[config.mk]
export PLATFORM = sky130hd
export DESIGN_NAME = shift_sequencer
export DESIGN_NICKNAME = d
export VERILOG_FILES = /design/src/rtl/shift_sequencer_pkg.sv /design/src/rtl/shift_sequencer_shifter.sv /design/src/rtl/shift_sequencer.sv
export SDC_FILE = /design/constraint.sdc
export NUM_CORES = 1
export LEC_CHECK = 0
export BUFFER_PORTS_ARGS = -buffer_cell sky130_fd_sc_hd__buf_2
export CAP_MARGIN = 20
export CELL_PAD_IN_SITES_DETAIL_PLACEMENT = 1
export CELL_PAD_IN_SITES_GLOBAL_PLACEMENT = 1
export CORE_ASPECT_RATIO = 0.8
export CORE_MARGIN = 3
export CORE_UTILIZATION = 23
export CTS_BUF_LIST = sky130_fd_sc_hd__clkbuf_16
export DETAILED_ROUTE_END_ITERATION = 8
export PLACE_DENSITY_LB_ADDON = 0.1
export SYNTH_ARGS = -nofsm -noshare
export SYNTH_HDL_FRONTEND = slang
export SYNTH_SLANG_ARGS = --single-unit
[constraint.sdc]
create_clock -name clk -period 2.2 [get_ports clk]
set_input_delay 0.44 -clock clk [delete_from_list [all_inputs] [get_ports clk]]
set_output_delay 0.44 -clock clk [all_outputs]
set_load 0.05 [all_outputs]
[src/rtl/shift_sequencer_pkg.sv]
// Shared definitions for the multi-bit shift sequencer: FSM states,
// shift-operation encodings, default widths and the fixed-point test
// used by the optional early-exit build (SHIFT_SEQ_EARLY_EXIT_EN).
package shift_sequencer_pkg;

    localparam int DATA_W_DEF = 16;
    localparam int AMT_W_DEF  = 4;

    typedef logic [1:0] shift_op_t;

    localparam shift_op_t SH_PASS = 2'b00;
    localparam shift_op_t SH_LSL  = 2'b01;
    localparam shift_op_t SH_LSR  = 2'b10;
    localparam shift_op_t SH_ASR  = 2'b11;

    typedef enum logic [1:0] {
        IDLE  = 2'b00,
        SHIFT = 2'b01,
        DONE  = 2'b10
    } state_e;

    // A value that further 1-bit steps cannot change: all-zero is stable
    // under every shift, all-ones is stable under ASR only.
    function automatic logic is_fixed_point(input logic [DATA_W_DEF-1:0] value,
                                            input shift_op_t             op);
        logic fixed;
        fixed = 1'b0;
        if (value == '0) begin
            fixed = 1'b1;
        end else if ((op == SH_ASR) && (value == '1)) begin
            fixed = 1'b1;
        end
        return fixed;
    endfunction

endpackage

[src/rtl/shift_sequencer_shifter.sv]
// Single-step datapath shifter: moves the operand by exactly one bit
// (or passes it through). Purely combinational; the sequencer iterates it.
module shift_sequencer_shifter
    import shift_sequencer_pkg::*;
#(
    parameter int W = DATA_W_DEF
) (
    input  logic [W-1:0] in_data,
    input  shift_op_t    op,
    output logic [W-1:0] out_data
);

    genvar gi;
    generate
        for (gi = 0; gi < W; gi++) begin : g_bit
            logic lsl_bit;
            logic lsr_bit;
            logic asr_bit;

            // LSL pulls from the next lower bit; bit 0 fills with zero.
            if (gi == 0) begin : g_lsb
                assign lsl_bit = 1'b0;
            end else begin : g_not_lsb
                assign lsl_bit = in_data[gi-1];
            end

            // LSR/ASR pull from the next higher bit; the MSB fills with
            // zero (LSR) or replicates the sign (ASR).
            if (gi == W-1) begin : g_msb
                assign lsr_bit = 1'b0;
                assign asr_bit = in_data[W-1];
            end else begin : g_not_msb
                assign lsr_bit = in_data[gi+1];
                assign asr_bit = in_data[gi+1];
            end

            assign out_data[gi] = (op == SH_LSL) ? lsl_bit :
                                  (op == SH_LSR) ? lsr_bit :
                                  (op == SH_ASR) ? asr_bit :
                                                   in_data[gi];
        end
    endgenerate

endmodule

[src/rtl/shift_sequencer.sv]
// Multi-bit shift controller. Captures an operand, op and amount on an
// accepted start, then runs the 1-bit shifter once per clock until the
// amount is consumed, pulsing done with the registered result.
// Optional build macro: SHIFT_SEQ_EARLY_EXIT_EN -- leave SHIFT as soon as
// the working value reaches a fixed point (0x0000, or 0xFFFF under ASR).
module shift_sequencer
    import shift_sequencer_pkg::*;
#(
    parameter int DATA_W = DATA_W_DEF,
    parameter int AMT_W  = AMT_W_DEF
) (
    input  logic              clk,
    input  logic              rst_n,
    input  logic              start,
    input  logic [DATA_W-1:0] in_data,
    input  logic [1:0]        shift_op,
    input  logic [AMT_W-1:0]  amount,
    output logic              ready,
    output logic              busy,
    output logic              done,
    output logic [DATA_W-1:0] result
);

    state_e            state_q,  state_d;
    logic [DATA_W-1:0] work_q,   work_d;
    shift_op_t         op_q,     op_d;
    logic [AMT_W-1:0]  count_q,  count_d;
    logic [DATA_W-1:0] result_q, result_d;
    logic              done_q,   done_d;
    logic              ready_q,  ready_d;
    logic              busy_q,   busy_d;

    logic [DATA_W-1:0] shift_out;

    shift_sequencer_shifter #(
        .W (DATA_W)
    ) u_shifter (
        .in_data  (work_q),
        .op       (op_q),
        .out_data (shift_out)
    );

    // Next-state logic: FSM transitions, working register, countdown and
    // result capture; status outputs are derived from the next state so
    // they are registered alongside it.
    always_comb begin
        state_d  = state_q;
        work_d   = work_q;
        op_d     = op_q;
        count_d  = count_q;
        result_d = result_q;

        case (state_q)
            IDLE: begin
                if (start) begin
                    work_d  = in_data;
                    op_d    = shift_op;
                    count_d = amount;
                    if ((shift_op == SH_PASS) || (amount == '0)) begin
                        state_d  = DONE;
                        result_d = in_data;
                    end else begin
                        state_d = SHIFT;
                    end
                end
            end
            SHIFT: begin
                work_d  = shift_out;
                count_d = count_q - AMT_W'(1);
                // Leaving at count==1 means count never reaches zero here,
                // so it cannot wrap even for the maximum amount.
                if (count_q == AMT_W'(1)) begin
                    state_d  = DONE;
                    result_d = shift_out;
                end
`ifdef SHIFT_SEQ_EARLY_EXIT_EN
                else if (is_fixed_point(shift_out, op_q)) begin
                    state_d  = DONE;
                    result_d = shift_out;
                    count_d  = '0;
                end
`endif
            end
            DONE: begin
                state_d = IDLE;
            end
            default: begin
                state_d = IDLE;
            end
        endcase

        ready_d = (state_d == IDLE);
        busy_d  = (state_d != IDLE);
        done_d  = (state_d == DONE);
    end

    // State and output registers; reset aborts any operation in flight.
    always_ff @(posedge clk or negedge rst_n) begin
        if (!rst_n) begin
            state_q  <= IDLE;
            work_q   <= '0;
            op_q     <= SH_PASS;
            count_q  <= '0;
            result_q <= '0;
            done_q   <= 1'b0;
            ready_q  <= 1'b1;
            busy_q   <= 1'b0;
        end else begin
            state_q  <= state_d;
            work_q   <= work_d;
            op_q     <= op_d;
            count_q  <= count_d;
            result_q <= result_d;
            done_q   <= done_d;
            ready_q  <= ready_d;
            busy_q   <= busy_d;
        end
    end

    assign ready  = ready_q;
    assign busy   = busy_q;
    assign done   = done_q;
    assign result = result_q;

endmodule
-- After elaboration in Yosys (flattened, before gate mapping)
Index checks and enable logic that the tools add are counted.
- register bits: 43
- bits of input ports: 25
- logic and storage cells: 87
- $add $sub $neg: 1
- equality and inequality tests: 9
- multiplexer cells: 59
- reductions and logical operators: 10
- operator list (cell ; number):
    $mux 16 ; 4
    $pmux 16 s2 ; 2
    $mux 1 ; 47
    $pmux 4 s2 ; 1
    $eq 2x2->1 const B ; 3
    $logic_not 2->1 ; 3
    $mux 2 ; 3
    $ne 2x2->1 const B ; 3
    $eq 2x1->1 const B ; 2
    $eq 4x1->1 const B ; 1
    $logic_not 4->1 ; 1
    $mux 4 ; 1
    $pmux 2 s2 ; 1
    $reduce_and 2->1 ; 2
    $reduce_and 4->1 ; 1
    $reduce_bool 2->1 ; 2
    $sub 4x1->4 const B ; 1
    $logic_or 1x1->1 ; 1

-- Longest topological paths before layout
Gate-level depths: netlist of run 1.
- word-level depth: 6
- depth in mapped cells: 7

-- Hierarchy
A second synthesis of run 1 with hierarchy kept.
- cell total of the unflattened synthesis: 214
- area, all modules: 2277.2 um^2
- modules (own cells, without submodules) (module ; instances ; cells each ; area an instance (um^2)):
    shift_sequencer ; 1 ; 163 ; 1921.8
    shift_sequencer_shifter ; 1 ; 51 ; 355.3

-- Worst setup path after synthesis of run 1
No wires, ideal clock.
- kind: input to register
- from: in amount[2]
- to: reg result_q[10], in the netlist result[10]
- library setup time: 0.125 ns
- arrival time: 1.725 ns
- path slack: 0.349 ns
- cell stages on the path: 6
- path buffers: 2
- cell sequence: or4_4 > o21ai_2 > a22o_4 > buf_6 > buf_12 > mux2_4
- word-level cells in the longest chain between the ends: 4
- RTL lines (element ; line ; RTL):
    start, declared ; shift_sequencer.sv:17 ; input logic [AMT_W-1:0] amount,
    $logic_not 4->1 ; shift_sequencer.sv:59 ; if ((shift_op == SH_PASS) || (amount == '0)) begin
    $logic_or 1x1->1 ; shift_sequencer.sv:59 ;
    $ne 2x2->1 (no line) ; - ;
    $reduce_and 4->1 (no line) ; - ;
    end signal, assigned ; shift_sequencer.sv:113 ; result_q <= result_d;
    end, declared ; shift_sequencer.sv:28 ; logic [DATA_W-1:0] result_q, result_d;
No other way between the ends.
A chain may end at the register's enable or synchronous reset.

-- Worst setup path in the final report of run 1
- from: reg count_q[1]
- to: reg result_q[4], in the netlist result[4]
- word-level cells in the longest chain between the ends: 3
- RTL lines (element ; line ; RTL):
    start, declared ; shift_sequencer.sv:27 ; logic [AMT_W-1:0] count_q, count_d;
    start signal, assigned ; shift_sequencer.sv:112 ; count_q <= count_d;
    $eq 4x1->1 ; shift_sequencer.sv:72 ; if (count_q == AMT_W'(1)) begin
    $ne 2x2->1 (no line) ; - ;
    $reduce_and 4->1 (no line) ; - ;
No other way between the ends.

==> flow_metrics.tcl, run 1 <==
set metrics [dict create \
    crit_start "count_q[1]" \
    vias 1803 \
    yosysSeqAreaShare_pct 48.2 \
    fmax_mhz 561 \
    netlist_instances 218 \
    max_slew.worst_pin.slew_ns 0.626 \
    rr_worst_depth 6 \
    crit-reg2reg-launch "count_q[1]" \
    grt_setup_unrepaired "no" \
    globalplace.congestion 0.699 \
    setup_tns_ns 0 \
    ys_async_sr_fraction_pct 100 \
    grt_pass1_vias 1913 \
    synth_edf_count 0 \
    maxSlewViolCount 0 \
    yosys_register_bits 43 \
    start_util_pct 24.1 \
    avgSynthCellArea_um2 10.3 \
    routed_via_density 4.74 \
    diodes 0 \
    wl_per_cell_um 16.8 \
    maxCapViolCount 0 \
    ys.flop_type "dfrtp_1" \
    p_per_area_nw_per_um2 1890 \
    cts_resized 0 \
    grt_first_pass_wirelength_mm 10.7 \
    drt_iter0_markers 59 \
    fillers 1053 \
    hold_viol 0 \
    max_slew_margin_pct 58.1 \
    numPlacedInstances 372 \
    grt_max_degree 44 \
    clk_pin_slew_ns 0.06 \
    period_share_pct 81.0 \
    required_ns 2.37 \
    antenna_left 0 \
    row_count 31 \
    fin_crit_ns 1.78 \
    min_path_type "input port to async pin" \
    clock-root-buffer "clkbuf_16" \
    yosysWarnings 0 \
    drt_wl_total_mm 6.38 \
    cts_buffers 5 \
    grt_use_total_pct 12.7 \
    crit_path_max_fanout 17 \
    p_leak_nw 1.22 \
    drc 0 \
    end_kind "flip-flop" \
    ys_types 41 \
    fp.dieArea_um2 10900 \
    grt-ovfl-total 0 \
    cts_tree "done" \
    antenna_found_initial 0 \
    max-vdd-ir-drop_v 0.000631 \
    r2r_slack_ns 0.42 \
    area_growth_pct 22.0 \
    crit_arrival_ns 1.95 \
    core_area_um2 9270 \
    ioPinCount 44 \
    synth_nets 245 \
    post-cts-setup-buffers 0 \
    cts_sinks 43 \
    htreeDepth 2 \
    timing.critical_path.to "result[4]" \
    setup_viol 0 \
    die_height_um 94.2 \
    num-nets-final 291 \
    port_buffers 43 \
    first_pass_iters 4 \
    p_total_mw 5.16 \
    run_status "finished, final reports clean" \
    clock_skew_ns 0.00769 \
    critPathLaunchType "flip-flop" \
    fin_cells 380 \
    drive_above_1_share_pct 30.9 \
    dpl.hpwl_mm 4.56 \
    cts_buffer_depth 2 \
    path_class "flip-flop to flip-flop" \
    cts_hold_buf 0 \
    clock_latency_ns 0.28 \
    die_w_um 116 \
    syn_area_um2 2230 \
    reg2reg_to "result[4]" \
]
==> logic make-up (layout without fill, tap and decap cells) <==
logic type	after synthesis	after routing	share of synthesized area [%]
flops	43	43	48.2
compound gates	69	69	20.4
xor+xnor	1	1	0.392
mux	21	21	11.6
fa+ha+maj	2	2	1.12
buf+inv	22	69	5.09
simple gates	60	60	13.1
==> per-stage QoR <==
stage	area, µm²	setup WS (ns)	utilization, %	hold WS [ns]
3_5_place_dp	2590	0.148	27.9	0.469
3_3_place_gp	2590	0.173	27.9	0.467
4_1_cts	2730	0.391	29.4	0.274
2_1_floorplan	2230	0.349	-	0.144
5_1_grt	2730	0.253	29.4	0.306
6_report	2730	0.417	29.4	0.248
==> power breakdown <==
group / switching, mW / total, mW / internal, mW
Combinational: 1.80 / 2.88 / 1.08
Clock: 0.304 / 0.715 / 0.411
Sequential: 0.356 / 1.56 / 1.21
Total: 2.46 / 5.16 / 2.70
==> area by class of cell <==
cell class | count | area (µm²) | area share (%)
Sequential cell | 43 | 1080 | 39.5
Multi-Input combinational cell | 153 | 1040 | 38.3
Timing Repair Buffer | 54 | 298 | 10.9
Tap cell | 115 | 144 | 5.28
Clock buffer | 5 | 125 | 4.59
Inverter | 7 | 26.3 | 0.964
Clock inverter | 3 | 12.5 | 0.459
==> sequential cells by signal, indices dropped and copies added, names as in the netlist <==
register / cells
done: 1
result: 16
op_q: 2
work_q: 16
busy: 1
ready: 1
state_q: 2
count_q: 4
==> cells in the final DEF, fill, tap and decap left out, types with 2 or more instances in the layout <==
master     Yosys  final
a22oi_1        2      2
nor2b_1        5      5
nand2b_1       2      2
buf_2          6     43
a211oi_1       3      3
mux2_1         6      6
ha_1           2      2
dfrtp_1       42     42
buf_4          0     11
o21a_1        10     10
o21ai_0       19     19
clkbuf_16      0      5
mux2_4         7      7
a221oi_1       3      3
o21ai_1        6      6
a21oi_1       11     11
nand2_1       22     22
nand3_1       10     10
inv_1          6      8
o221ai_1       9      9
mux2i_1        2      2
nor2_1        14     14
mux2_2         6      6
==> worst max-delay path: stages (launching register included) <==
cell	delay, ns
dfrtp_1	0.39
inv_1	0.10
ha_1	0.14
nor3b_1	0.18
buf_4	0.16
a22o_4	0.32
mux2_2	0.37
==> synth_stat cells (7+ instances only) <==
library cell,number,share of area [%]
a21oi_1,11,2.5
nand3_1,10,2.2
nand2_1,22,3.7
dfrtp_1,42,47
o21a_1,10,3.4
o21ai_0,19,4.3
mux2_4,7,4.7
nor2_1,14,2.4
o221ai_1,9,3.5
==> per-layer routing <==
| metal | vias to the layer above | track usage (%) | part of all wire, % |
|---|---|---|---|
| li1 | 875 | - | - |
| met5 | - | 0 | 0 |
| met4 | 0 | 3.09 | 0.78 |
| met2 | 36 | 17.2 | 41 |
| met3 | 5 | 2.64 | 3.2 |
| met1 | 887 | 20.1 | 55 |
==> worst min path at each step <==
| stage | endpoint | slack (ns) |
|---|---|---|
| after floorplan | busy | 0.14 |
| after global placement | result[3] | 0.47 |
| after detailed placement | result[1] | 0.47 |
| after CTS | done | 0.27 |
| after global routing | result[13] | 0.31 |
| final | done | 0.25 |
Power figures use the tool's default switching activity.
==> run 2: changes to the inputs <==
clock period = 1.7 ns   (was 2.2 ns; I/O delays follow)
==> run 2 against run 1 <==
Against the previous run: cell count rose by 5.0%; setup slack lost 0.34 ns; critical endpoint is now result[6]; critical path type unchanged; non-clock buffer count grew 19; first-iteration DRC count rose by 56%; flip-flop and latch count unchanged; global-route usage is 0.12 points higher; largest cell class is now multi-input combinational cells; clock skew decreased by 0.0039 ns; via count up 5.3%.
==> flow_metrics.tcl, run 2 (synthesis results as in run 1) <==
set metrics [dict create \
    crit_arrival_ns 1.78 \
    drt_iter0_markers 92 \
    grt_first_pass_wirelength_mm 10.8 \
    layout_commonest_cell "buf_2" \
    r2r_slack_ns 0.08 \
    rr_worst_depth 5 \
    grt_max_degree 44 \
    clock-root-buffer "clkbuf_16" \
    grt_use_met1_pct 18.5 \
    ioPinCount 44 \
    core_area_um2 9270 \
    slowest_stage "dfrtp_2" \
    grt_use_met2_pct 19.5 \
    reg2reg_to "result[6]" \
    grt.busiest_layer "met2" \
    maxCapViolCount 0 \
    critPathLaunchType "flip-flop" \
    drt_wl_total_mm 6.69 \
    area_growth_pct 32.3 \
    grt_use_met3_pct 3.09 \
    port_buffers 43 \
    setup_viol 0 \
    wl_per_cell_um 16.8 \
    crit-reg2reg-launch "state_q[0]" \
    cts_hold_buf 0 \
    row_count 31 \
    path_cells "nor2b_1 -> buf_4 -> a22o_4 -> buf_12 -> mux2_1" \
    vias 1898 \
    required_ns 1.87 \
    diodes 0 \
    path_class "flip-flop to flip-flop" \
    globalplace.congestion 0.721 \
    antenna_found_initial 0 \
    cts_buffers 5 \
    hold_viol 0 \
    die_height_um 94.2 \
    die_w_um 116 \
    finalInstanceArea_um2 2960 \
    cts_tree "done" \
    hold_slack_ns 0.0211 \
    multi_input_area_um2 1080 \
    grt_use_total_pct 12.8 \
    end_kind "flip-flop" \
    slowest_delay_ns 0.44 \
    fmax_mhz 618 \
    clock_skew_ns 0.00376 \
    max_slew_margin_pct 75.7 \
    seq_area_um2 1080 \
    drc 0 \
    grt_pass1_vias 1982 \
    cts_sinks 43 \
    post_dp_cell_area_um2 2780 \
    max-vdd-ir-drop_v 0.000609 \
    num-nets-final 310 \
    start_util_pct 24.1 \
    p_leak_nw 1.33 \
    maxSlewViolCount 0 \
    grt-ovfl-total 0 \
    period_share_pct 95.2 \
    run_status "finished, final reports clean" \
    htreeDepth 2 \
    max_slew.worst_pin.slew_ns 0.360 \
    fp.dieArea_um2 10900 \
    antenna_left 0 \
    p_total_mw 7.15 \
    fillers 1062 \
    drive_above_1_share_pct 38.4 \
    p_per_area_nw_per_um2 2420 \
    first_pass_iters 4 \
    clock_latency_ns 0.29 \
    dpl.hpwl_mm 4.89 \
    layout_common_cells "43 x buf_2, 40 x dfrtp_1, 27 x buf_4" \
    crit_path_max_fanout 8 \
    cts_buffer_depth 2 \
    min_path_type "input port to async pin" \
    routed_via_density 4.76 \
    fin_crit_ns 1.62 \
    clk_pin_slew_ns 0.06 \
]
## run 2: where the power goes
part | leakage (nW) | switching, mW | total [mW] | internal, mW
logic | 0.749 | 2.49 | 4.19 | 1.70
clock network | 0.0710 | 0.406 | 0.943 | 0.537
registers | 0.509 | 0.449 | 2.02 | 1.57
total | 1.33 | 3.34 | 7.15 | 3.81
## run 2: layout make-up
cell class              instances  share of cell area, %
clock buffers                   5                   4.23
multi-input cells             153                   36.7
inverters                       7                  0.974
clock inverters                 3                  0.550
flip-flops and latches         43                   36.5
repair buffers                 73                   16.2
well taps                     115                   4.87
## run 2: worst max path at each step
stage | end | depth (start not counted) | slack, ns | startpoint
after floorplan | result[10] | 6 | -0.05 | amount[2]
after global placement | result[4] | 6 | -0.12 | amount[2]
after detailed placement | result[4] | 6 | -0.13 | amount[2]
after CTS | result[4] | 4 | 0.03 | state_q[1]
after global routing | result[6] | 6 | -0.001 | count_q[1]
final | result[6] | 5 | 0.08 | state_q[0]
## run 2: worst max-delay path: cells and delay by family (launching register included)
| family | cells | cell delay [ns] |
|---|---|---|
| flip-flops | 1 | 0.44 |
| buffers and inverters | 2 | 0.31 |
| multiplexers | 1 | 0.30 |
| AO/OA/AOI/OAI | 1 | 0.28 |
| AND/OR/NAND/NOR | 1 | 0.15 |
## run 2: stage by stage
step                      setup slack, ns  util, %  TNS [ns]  instances
after floorplan                   -0.0482        -    -0.337        218
after global placement             -0.119     30.0     -1.51        391
after detailed placement           -0.128     30.0     -1.59        391
after CTS                          0.0282     31.5         0        399
after global routing             -0.00119     31.9  -0.00119        399
final                              0.0809     31.9         0        399
## run 2: routing by layer
layer	vias up	routed length, µm
met5	-	0
met1	945	3520
li1	913	-
met4	0	46
met2	35	2850
met3	5	275
## run 2: what timing repair did
item,in CTS,in global routing
resized for setup,0,8
setup buffers,0,0
endpoints found under the setup margin,0,19
